### config.mk
export PLATFORM = sky130hd
export DESIGN_NAME = z80_exec_ld_reg_ixiy_flat
export DESIGN_NICKNAME = d
export VERILOG_FILES = /design/src/rtl/z80_exec_ld_reg_ixiy_pkg.sv /design/src/rtl/z80_exec_ld_reg_ixiy_if.sv /design/src/rtl/z80_exec_ld_reg_ixiy_mem_rd_port.sv /design/src/rtl/z80_exec_ld_reg_ixiy.sv /design/src/flat_wrapper.sv
export SDC_FILE = /design/constraint.sdc
export NUM_CORES = 1
export LEC_CHECK = 0
export ABC_AREA = 1
export BUFFER_PORTS_ARGS = -buffer_cell sky130_fd_sc_hd__buf_2
export CAP_MARGIN = 20
export CORE_MARGIN = 5
export CORE_UTILIZATION = 50
export DETAILED_ROUTE_END_ITERATION = 16
export PLACE_DENSITY_LB_ADDON = 0.3
export RECOVER_POWER = 100
export SETUP_SLACK_MARGIN = 0.4
export SLEW_MARGIN = 20
export SYNTH_ARGS = -nofsm -noshare
export SYNTH_HDL_FRONTEND = slang
export SYNTH_SLANG_ARGS = --single-unit
export TNS_END_PERCENT = 20
### constraint.sdc
create_clock -name clk -period 2.3 [get_ports clk]
set_input_delay 0.115 -clock clk [delete_from_list [all_inputs] [get_ports clk]]
set_output_delay 0.115 -clock clk [all_outputs]
set_load 0.01 [all_outputs]
### src/rtl/z80_exec_ld_reg_ixiy_pkg.sv
// z80_exec_ld_reg_ixiy_pkg: shared constants, state encoding and decode helper for LD r,(IX/IY+d)
package z80_exec_ld_reg_ixiy_pkg;
  localparam logic [3:0] REG_IX = 4'd10;
  localparam logic [3:0] REG_IY = 4'd11;
  localparam logic [7:0] PREFIX_IX = 8'hDD;
  localparam logic [7:0] PREFIX_IY = 8'hFD;
  localparam int OP_R_MSB = 5;
  localparam int OP_R_LSB = 3;
  localparam logic [2:0] INSN_LEN = 3'd3;
  typedef enum logic [2:0] {
    S_IDLE = 3'd0,
    S_FETCH0 = 3'd1,
    S_FETCH1 = 3'd2,
    S_FETCH2 = 3'd3,
    S_READ = 3'd4,
    S_WB = 3'd5
  } state_t;
  // r == 6 would be the (HL) slot, which this encoding does not cover
  function automatic logic legal_op(input logic [7:0] op);
    return op[7:6] == 2'b01 && op[2:0] == 3'b110 && op[OP_R_MSB:OP_R_LSB] != 3'd6;
  endfunction
endpackage

### src/rtl/z80_exec_ld_reg_ixiy_if.sv
// z80_exec_ld_reg_ixiy_if: held-request memory read bus
interface z80_exec_ld_reg_ixiy_if;
  logic [15:0] mem_addr;
  logic mem_rd;
  logic [7:0] mem_rdata;
  logic mem_ready;
  modport master(output mem_addr, mem_rd, input mem_rdata, mem_ready);
  modport slave(input mem_addr, mem_rd, output mem_rdata, mem_ready);
endinterface

### src/rtl/z80_exec_ld_reg_ixiy_mem_rd_port.sv
// z80_exec_ld_reg_ixiy_mem_rd_port: registered read request held until ready, plus captured read data
module z80_exec_ld_reg_ixiy_mem_rd_port (
  input logic clk,
  input logic reset,
  input logic issue,
  input logic [15:0] issue_addr,
  z80_exec_ld_reg_ixiy_if.master bus,
  output logic ack,
  output logic [7:0] data
);
  assign ack = bus.mem_rd && bus.mem_ready;
  // a new request issued on the completing edge keeps mem_rd high across accesses
  always_ff @(posedge clk) begin
    if (reset) begin
      bus.mem_rd <= 1'b0;
      bus.mem_addr <= '0;
      data <= '0;
    end else begin
      if (ack) data <= bus.mem_rdata;
      if (issue) begin
        bus.mem_rd <= 1'b1;
        bus.mem_addr <= issue_addr;
      end else if (ack) bus.mem_rd <= 1'b0;
    end
  end
endmodule

### src/rtl/z80_exec_ld_reg_ixiy.sv
// z80_exec_ld_reg_ixiy: multi-cycle sequencer for LD r,(IX/IY+d) publishing a Z80FI retirement record
module z80_exec_ld_reg_ixiy
  import z80_exec_ld_reg_ixiy_pkg::*;
(
  input logic clk,
  input logic reset,
  input logic start,
  input logic [15:0] pc_in,
  output logic busy,
  output logic illegal,
  z80_exec_ld_reg_ixiy_if.master bus,
  output logic [3:0] reg_rnum,
  input logic [15:0] reg_rdata,
  output logic reg_wr,
  output logic [3:0] reg_wnum,
  output logic [7:0] reg_wdata,
  output logic z80fi_valid,
  output logic [31:0] z80fi_insn,
  output logic [2:0] z80fi_insn_len,
  output logic [15:0] z80fi_pc_rdata,
  output logic [15:0] z80fi_pc_wdata,
  output logic [3:0] z80fi_reg1_rnum,
  output logic [15:0] z80fi_reg1_rdata,
  output logic [15:0] z80fi_mem_raddr,
  output logic [7:0] z80fi_mem_rdata,
  output logic [3:0] z80fi_reg_wnum,
  output logic [7:0] z80fi_reg_wdata
);
  state_t state;
  logic [15:0] pc, base, issue_addr;
  logic [7:0] prefix, opcode, disp;
  logic ack, issue, pfx_ok, op_ok;
  assign pfx_ok = bus.mem_rdata == PREFIX_IX || bus.mem_rdata == PREFIX_IY;
  assign op_ok = legal_op(bus.mem_rdata);
  // the next access is issued on the edge that completes the current one
  assign issue = (state == S_IDLE && start) ||
                 (ack && (state == S_FETCH0 ? pfx_ok : state == S_FETCH1 ? op_ok : state == S_FETCH2));
  assign issue_addr = state == S_IDLE ? pc_in : state == S_FETCH0 ? pc + 16'd1 :
                      state == S_FETCH1 ? pc + 16'd2 : reg_rdata + {8'h00, bus.mem_rdata};
  z80_exec_ld_reg_ixiy_mem_rd_port u_port (
    .clk(clk),
    .reset(reset),
    .issue(issue),
    .issue_addr(issue_addr),
    .bus(bus),
    .ack(ack),
    .data(reg_wdata)
  );
  always_ff @(posedge clk) begin
    if (reset) begin
      state <= S_IDLE;
      busy <= 1'b0;
      illegal <= 1'b0;
      reg_wr <= 1'b0;
      z80fi_valid <= 1'b0;
      pc <= '0;
      base <= '0;
      prefix <= '0;
      opcode <= '0;
      disp <= '0;
      reg_rnum <= '0;
      reg_wnum <= '0;
      z80fi_insn <= '0;
      z80fi_insn_len <= '0;
      z80fi_pc_rdata <= '0;
      z80fi_pc_wdata <= '0;
      z80fi_reg1_rnum <= '0;
      z80fi_reg1_rdata <= '0;
      z80fi_mem_raddr <= '0;
      z80fi_mem_rdata <= '0;
      z80fi_reg_wnum <= '0;
      z80fi_reg_wdata <= '0;
    end else begin
      illegal <= 1'b0;
      reg_wr <= 1'b0;
      z80fi_valid <= 1'b0;
      case (state)
        S_IDLE: if (start) begin
          pc <= pc_in;
          busy <= 1'b1;
          state <= S_FETCH0;
        end
        S_FETCH0: if (ack) begin
          prefix <= bus.mem_rdata;
          illegal <= !pfx_ok;
          busy <= pfx_ok;
          state <= pfx_ok ? S_FETCH1 : S_IDLE;
        end
        S_FETCH1: if (ack) begin
          opcode <= bus.mem_rdata;
          reg_rnum <= prefix[5] ? REG_IY : REG_IX;
          illegal <= !op_ok;
          busy <= op_ok;
          state <= op_ok ? S_FETCH2 : S_IDLE;
        end
        S_FETCH2: if (ack) begin
          disp <= bus.mem_rdata;
          base <= reg_rdata;
          state <= S_READ;
        end
        S_READ: if (ack) begin
          reg_wr <= 1'b1;
          reg_wnum <= {1'b0, opcode[OP_R_MSB:OP_R_LSB]};
          z80fi_valid <= 1'b1;
          z80fi_insn <= {8'h00, disp, opcode, prefix};
          z80fi_insn_len <= INSN_LEN;
          z80fi_pc_rdata <= pc;
          z80fi_pc_wdata <= pc + 16'd3;
          z80fi_reg1_rnum <= reg_rnum;
          z80fi_reg1_rdata <= base;
          z80fi_mem_raddr <= bus.mem_addr;
          z80fi_mem_rdata <= bus.mem_rdata;
          z80fi_reg_wnum <= {1'b0, opcode[OP_R_MSB:OP_R_LSB]};
          z80fi_reg_wdata <= bus.mem_rdata;
          state <= S_WB;
        end
        S_WB: begin
          busy <= 1'b0;
          state <= S_IDLE;
        end
        default: state <= S_IDLE;
      endcase
    end
  end
endmodule

### src/flat_wrapper.sv
// flat-port wrapper written by rule: the top's interface ports become plain ports
module z80_exec_ld_reg_ixiy_flat import z80_exec_ld_reg_ixiy_pkg::*;
  (clk, reset, start, pc_in, busy, illegal, reg_rnum, reg_rdata, reg_wr, reg_wnum, reg_wdata, z80fi_valid, z80fi_insn, z80fi_insn_len, z80fi_pc_rdata, z80fi_pc_wdata, z80fi_reg1_rnum, z80fi_reg1_rdata, z80fi_mem_raddr, z80fi_mem_rdata, z80fi_reg_wnum, z80fi_reg_wdata, bus_mem_addr, bus_mem_rd, bus_mem_rdata, bus_mem_ready);
  z80_exec_ld_reg_ixiy_if bus_i ();
  input logic clk;
  input logic reset;
  input logic start;
  input logic [15:0] pc_in;
  output logic busy;
  output logic illegal;
  output logic [3:0] reg_rnum;
  input logic [15:0] reg_rdata;
  output logic reg_wr;
  output logic [3:0] reg_wnum;
  output logic [7:0] reg_wdata;
  output logic z80fi_valid;
  output logic [31:0] z80fi_insn;
  output logic [2:0] z80fi_insn_len;
  output logic [15:0] z80fi_pc_rdata;
  output logic [15:0] z80fi_pc_wdata;
  output logic [3:0] z80fi_reg1_rnum;
  output logic [15:0] z80fi_reg1_rdata;
  output logic [15:0] z80fi_mem_raddr;
  output logic [7:0] z80fi_mem_rdata;
  output logic [3:0] z80fi_reg_wnum;
  output logic [7:0] z80fi_reg_wdata;
  output wire logic [$bits(bus_i.mem_addr)-1:0] bus_mem_addr;
  output wire logic [$bits(bus_i.mem_rd)-1:0] bus_mem_rd;
  input wire logic [$bits(bus_i.mem_rdata)-1:0] bus_mem_rdata;
  input wire logic [$bits(bus_i.mem_ready)-1:0] bus_mem_ready;
  assign bus_mem_addr = bus_i.mem_addr;
  assign bus_mem_rd = bus_i.mem_rd;
  assign bus_i.mem_rdata = bus_mem_rdata;
  assign bus_i.mem_ready = bus_mem_ready;
  z80_exec_ld_reg_ixiy u_core (.clk(clk), .reset(reset), .start(start), .pc_in(pc_in), .busy(busy), .illegal(illegal), .bus(bus_i), .reg_rnum(reg_rnum), .reg_rdata(reg_rdata), .reg_wr(reg_wr), .reg_wnum(reg_wnum), .reg_wdata(reg_wdata), .z80fi_valid(z80fi_valid), .z80fi_insn(z80fi_insn), .z80fi_insn_len(z80fi_insn_len), .z80fi_pc_rdata(z80fi_pc_rdata), .z80fi_pc_wdata(z80fi_pc_wdata), .z80fi_reg1_rnum(z80fi_reg1_rnum), .z80fi_reg1_rdata(z80fi_reg1_rdata), .z80fi_mem_raddr(z80fi_mem_raddr), .z80fi_mem_rdata(z80fi_mem_rdata), .z80fi_reg_wnum(z80fi_reg_wnum), .z80fi_reg_wdata(z80fi_reg_wdata));
endmodule
==> impl_metrics.prom <==
# TYPE chip_impl_metric gauge
chip_impl_info{name="outcome",value="completed"} 1
chip_impl_metric{name="cts.sinks",unit=""} 188
chip_impl_metric{name="ff2ff_setup_slack",unit="ns"} 0.35
chip_impl_metric{name="synth_simple_gate_area_share",unit="%"} 24.53
chip_impl_metric{name="post-place-cells",unit=""} 1563
chip_impl_metric{name="synth.ff_latch_count",unit=""} 188
chip_impl_info{name="criticalPathCategory",value="flip-flop to flip-flop"} 1
chip_impl_metric{name="remaining_drc_errors",unit=""} 0
chip_impl_metric{name="worst_setup_hold_path_clk_slew",unit="ns"} 0.08
chip_impl_metric{name="place_congestion",unit=""} 0.9420
chip_impl_metric{name="synth_seq_area_share",unit="%"} 43.43
chip_impl_metric{name="fin_skew",unit="ns"} 0.01052
chip_impl_metric{name="worstSkewPairLatency",unit="ns"} 0.44
chip_impl_metric{name="power.density_cell_area",unit="nW/um^2"} 980.5
chip_impl_metric{name="muxShareOfSynthArea",unit="%"} 0
chip_impl_metric{name="setup_viol",unit=""} 0
chip_impl_metric{name="worst-path-max-fanout",unit=""} 34
chip_impl_metric{name="drt-pass1-iter-count",unit=""} 5
chip_impl_metric{name="wire_per_inst",unit="um"} 16.52
chip_impl_metric{name="synth_xor_xnor_area_share",unit="%"} 1.213
chip_impl_info{name="clockRootBuffer",value="sky130_fd_sc_hd__clkbuf_16"} 1
chip_impl_metric{name="synthDistinctLibCells",unit=""} 38
chip_impl_metric{name="cp.arrival",unit="ns"} 2.28
chip_impl_metric{name="synth_async_sr_flop_share",unit="%"} 0
chip_impl_info{name="synth_top_family_by_area",value="simple AND/OR/NAND/NOR gates"} 1
chip_impl_metric{name="viasPerCell",unit=""} 5.373
chip_impl_metric{name="grt_start_max_net_pins",unit=""} 114
chip_impl_metric{name="clock.fmax",unit="MHz"} 511.6
chip_impl_metric{name="post-cts-setup-buffer-count",unit=""} 0
chip_impl_metric{name="die_area",unit="um^2"} 20060
chip_impl_info{name="netlist_top_cells_count",value="sky130_fd_sc_hd__nor2_1, sky130_fd_sc_hd__dfxtp_1, sky130_fd_sc_hd__nand2_1, sky130_fd_sc_hd__o21ai_0, sky130_fd_sc_hd__inv_1"} 1
chip_impl_metric{name="post_synthesis_compound_gate_area_fraction",unit="%"} 18.26
chip_impl_info{name="cp_cell_sequence",value="inv_1, nor3_4, inv_2, nor2_2, clkbuf_2, inv_1, nor2_1, nor2_1"} 1
chip_impl_metric{name="yosysWarnings",unit=""} 0
chip_impl_metric{name="vias_in_the_first_global_route",unit=""} 7886
chip_impl_metric{name="floorplan.die.height",unit="um"} 141.7
chip_impl_metric{name="final_min_period_over_clock_period",unit="%"} 84.98
chip_impl_info{name="start_kind",value="flip-flop"} 1
chip_impl_metric{name="detailed_place.area",unit="um^2"} 9632
chip_impl_metric{name="post_route_cells_drive_above_1_share",unit="%"} 11.03
chip_impl_info{name="setup_repair_after_global_routing_missed_its_margin",value="yes"} 1
chip_impl_metric{name="drtAntennaViolNets",unit=""} 0
chip_impl_metric{name="drv.max_cap_violation_count",unit=""} 0
chip_impl_info{name="synthMostInstantiatedCell",value="sky130_fd_sc_hd__nor2_1"} 1
chip_impl_metric{name="cts_max_level",unit=""} 4
chip_impl_metric{name="postRouteWirelength",unit="um"} 26780
chip_impl_metric{name="io_buffer_count",unit=""} 190
chip_impl_metric{name="syn_inst",unit=""} 1204
chip_impl_metric{name="synthToLayoutAreaGrowth",unit="%"} 20.59
chip_impl_metric{name="synth_enable_flop_cells",unit=""} 0
chip_impl_metric{name="slew_headroom",unit="%"} 54.33
chip_impl_info{name="netlist_top_cells_area",value="sky130_fd_sc_hd__dfxtp_1, sky130_fd_sc_hd__nor2_1, sky130_fd_sc_hd__o21ai_0"} 1
chip_impl_metric{name="cts_made_buffers",unit=""} 17
chip_impl_metric{name="initial_core_util",unit="%"} 50.45
chip_impl_metric{name="count_of_fill_cells_added_during_filler_insertion",unit=""} 1648
chip_impl_metric{name="first_pass_grt_wire_length",unit="um"} 42010
chip_impl_metric{name="num_io_pins",unit=""} 204
chip_impl_metric{name="clock_path_buffers",unit=""} 2
chip_impl_metric{name="dr_total_vias",unit=""} 8709
chip_impl_metric{name="first_iter_violations",unit=""} 786
chip_impl_metric{name="grt_antenna_before_repair",unit=""} 0
chip_impl_info{name="cp-end-kind",value="flip-flop"} 1
chip_impl_metric{name="synth.avg_cell_area",unit="um^2"} 7.198
chip_impl_metric{name="finish.net_count",unit=""} 1440
chip_impl_metric{name="multiInputGateArea",unit="um^2"} 4140
chip_impl_info{name="crit_path_top_delay_cell",value="sky130_fd_sc_hd__clkbuf_2"} 1
chip_impl_metric{name="sequential_cell_area",unit="um^2"} 3777
chip_impl_metric{name="final_hold_viol_count",unit=""} 0
chip_impl_metric{name="total_leakage_power",unit="nW"} 4.594
chip_impl_metric{name="fin_total_pwr",unit="mW"} 10.25
chip_impl_metric{name="standard_cell_row_count",unit=""} 48
chip_impl_metric{name="post-route-util",unit="%"} 60.84
chip_impl_metric{name="floorplan.core_area",unit="um^2"} 17180
chip_impl_metric{name="tightest_slew",unit="ns"} 0.6851
chip_impl_metric{name="timing_max_transition_violations_final",unit=""} 0
chip_impl_metric{name="grt_util_all_layers",unit="%"} 26.04
chip_impl_metric{name="n_antenna_cell",unit=""} 0
chip_impl_info{name="synth-main-ff-cell",value="sky130_fd_sc_hd__dfxtp_1"} 1
chip_impl_metric{name="post_layout_nonfiller_instances",unit=""} 1621
chip_impl_metric{name="worst-endpoint-required",unit="ns"} 2.63
chip_impl_info{name="cts_tree",value="done"} 1
chip_impl_metric{name="yosysTopAreaCellShare",unit="%"} 43.43
chip_impl_metric{name="detailed_place_hpwl",unit="um"} 18930
chip_impl_metric{name="die_w",unit="um"} 141.7
chip_impl_info{name="yosysTopAreaCell",value="sky130_fd_sc_hd__dfxtp_1"} 1
chip_impl_metric{name="cell_area_after_technology_mapping",unit="um^2"} 8666
chip_impl_metric{name="peakVddDrop",unit="uV"} 615.7
chip_impl_metric{name="finish.instance_area",unit="um^2"} 10450
chip_impl_metric{name="overall_overflow_remaining_after_global_route",unit=""} 0
chip_impl_info{name="hold_class",value="input port to flip-flop"} 1
chip_impl_metric{name="fin_setup_tns",unit="ns"} 0
chip_impl_metric{name="min_period",unit="ns"} 1.955
chip_impl_metric{name="critical_path.max_stage_delay",unit="ns"} 0.52
chip_impl_metric{name="yosys.area_share.adder",unit="%"} 1.964
through the flow:
stage / hold slack, ns / setup WS (ns)
after CTS: 0.002981 / 0.3898
after global placement: 0.3771 / 0.3288
after floorplan: 0.1944 / 0.5287
final: 0.02008 / 0.3455
after global routing: 0.02562 / 0.1880
after detailed placement: 0.3785 / 0.3315
placed cells by master (no fill, tap or decap), drive strengths merged, types with 3 or more instances in the layout:
| cell type | instances |
|---|---|
| a21oi | 77 |
| ha | 12 |
| clkinv | 5 |
| nor3 | 19 |
| conb | 13 |
| inv | 114 |
| bufinv | 3 |
| a221oi | 9 |
| dfxtp | 188 |
| nand3 | 66 |
| dlygate4sd3 | 26 |
| nor2 | 228 |
| nand2 | 176 |
| o21ai | 151 |
| or2 | 8 |
| nand4 | 5 |
| a211oi | 31 |
| buf | 60 |
| clkbuf | 170 |
| o211ai | 8 |
| xor2 | 12 |
| a31oi | 4 |
worst max-delay path, delay by kind of cell (launching register included):
kind	cells	cell delay, ns
flops	1	0.38
simple gates	4	0.49
buf+inv	4	0.97
flip-flops by register name (all words and copies together) (netlist names), 2 cells and up:
signal                      count
u_core.z80fi_mem_raddr         16
u_core.pc                      16
u_core.opcode                   8
u_core.state                    3
u_core.reg_wnum                 2
u_core.prefix                   8
u_core.z80fi_mem_rdata          8
u_core.reg_rnum                 2
u_core.z80fi_reg1_rdata        16
u_core.u_port.bus.mem_addr     16
u_core.z80fi_reg1_rnum          2
u_core.disp                     8
u_core.z80fi_pc_wdata          16
u_core.base                    16
u_core.z80fi_insn              22
u_core.u_port.data              8
u_core.z80fi_pc_rdata          16
cell type report:
class	count	area share (%)
Clock buffer	17	4.071
Timing Repair Buffer	239	11.67
Clock inverter	15	1.892
Tap cell	225	2.694
Inverter	108	3.903
Multi-Input combinational cell	829	39.62
Sequential cell	188	36.15
worst paths after layout:
| path | startpoint | endpoint | cells after the start |
|---|---|---|---|
| worst max-delay path | u_core.state[0] | u_core.base[0] | 8 |
| worst min-delay path | bus_mem_rdata[7] | u_core.opcode[7] | 3 |
| worst max register to register | u_core.state[0] | u_core.base[0] | 8 |
| worst min register to register | u_core.opcode[6] | u_core.z80fi_insn[14] | 2 |
per-layer routing:
metal | track usage [%] | part of all wire [%]
met4 | 7.828 | 1.9
met3 | 5.494 | 9.1
met5 | 0 | 0
met2 | 38.79 | 43
met1 | 37.97 | 46
timing repair:
action / in CTS / in global routing
pin swaps: 0 / 2
gates resized for setup: 1 / 46
hold buffers: 26 / 0
endpoints found under the setup margin: 6 / 38
hold endpoints to repair: 30 / 0
kinds of logic after synthesis:
logic type                 after synthesis
other                                    1
xor gates and xnor gates                12
AOI/OAI and AO/OA                      284
adders and majority gates               13
DFF                                    188
buffers and inverters                  199
and+or+nand+nor                        507
where the power goes:
group          total (mW)  internal [mW]  switching, mW
registers            3.95           3.60          0.346
clock network        3.15           1.75           1.40
logic                3.15           1.03           2.13
No activity file was read; power rests on OpenSTA's default activity.
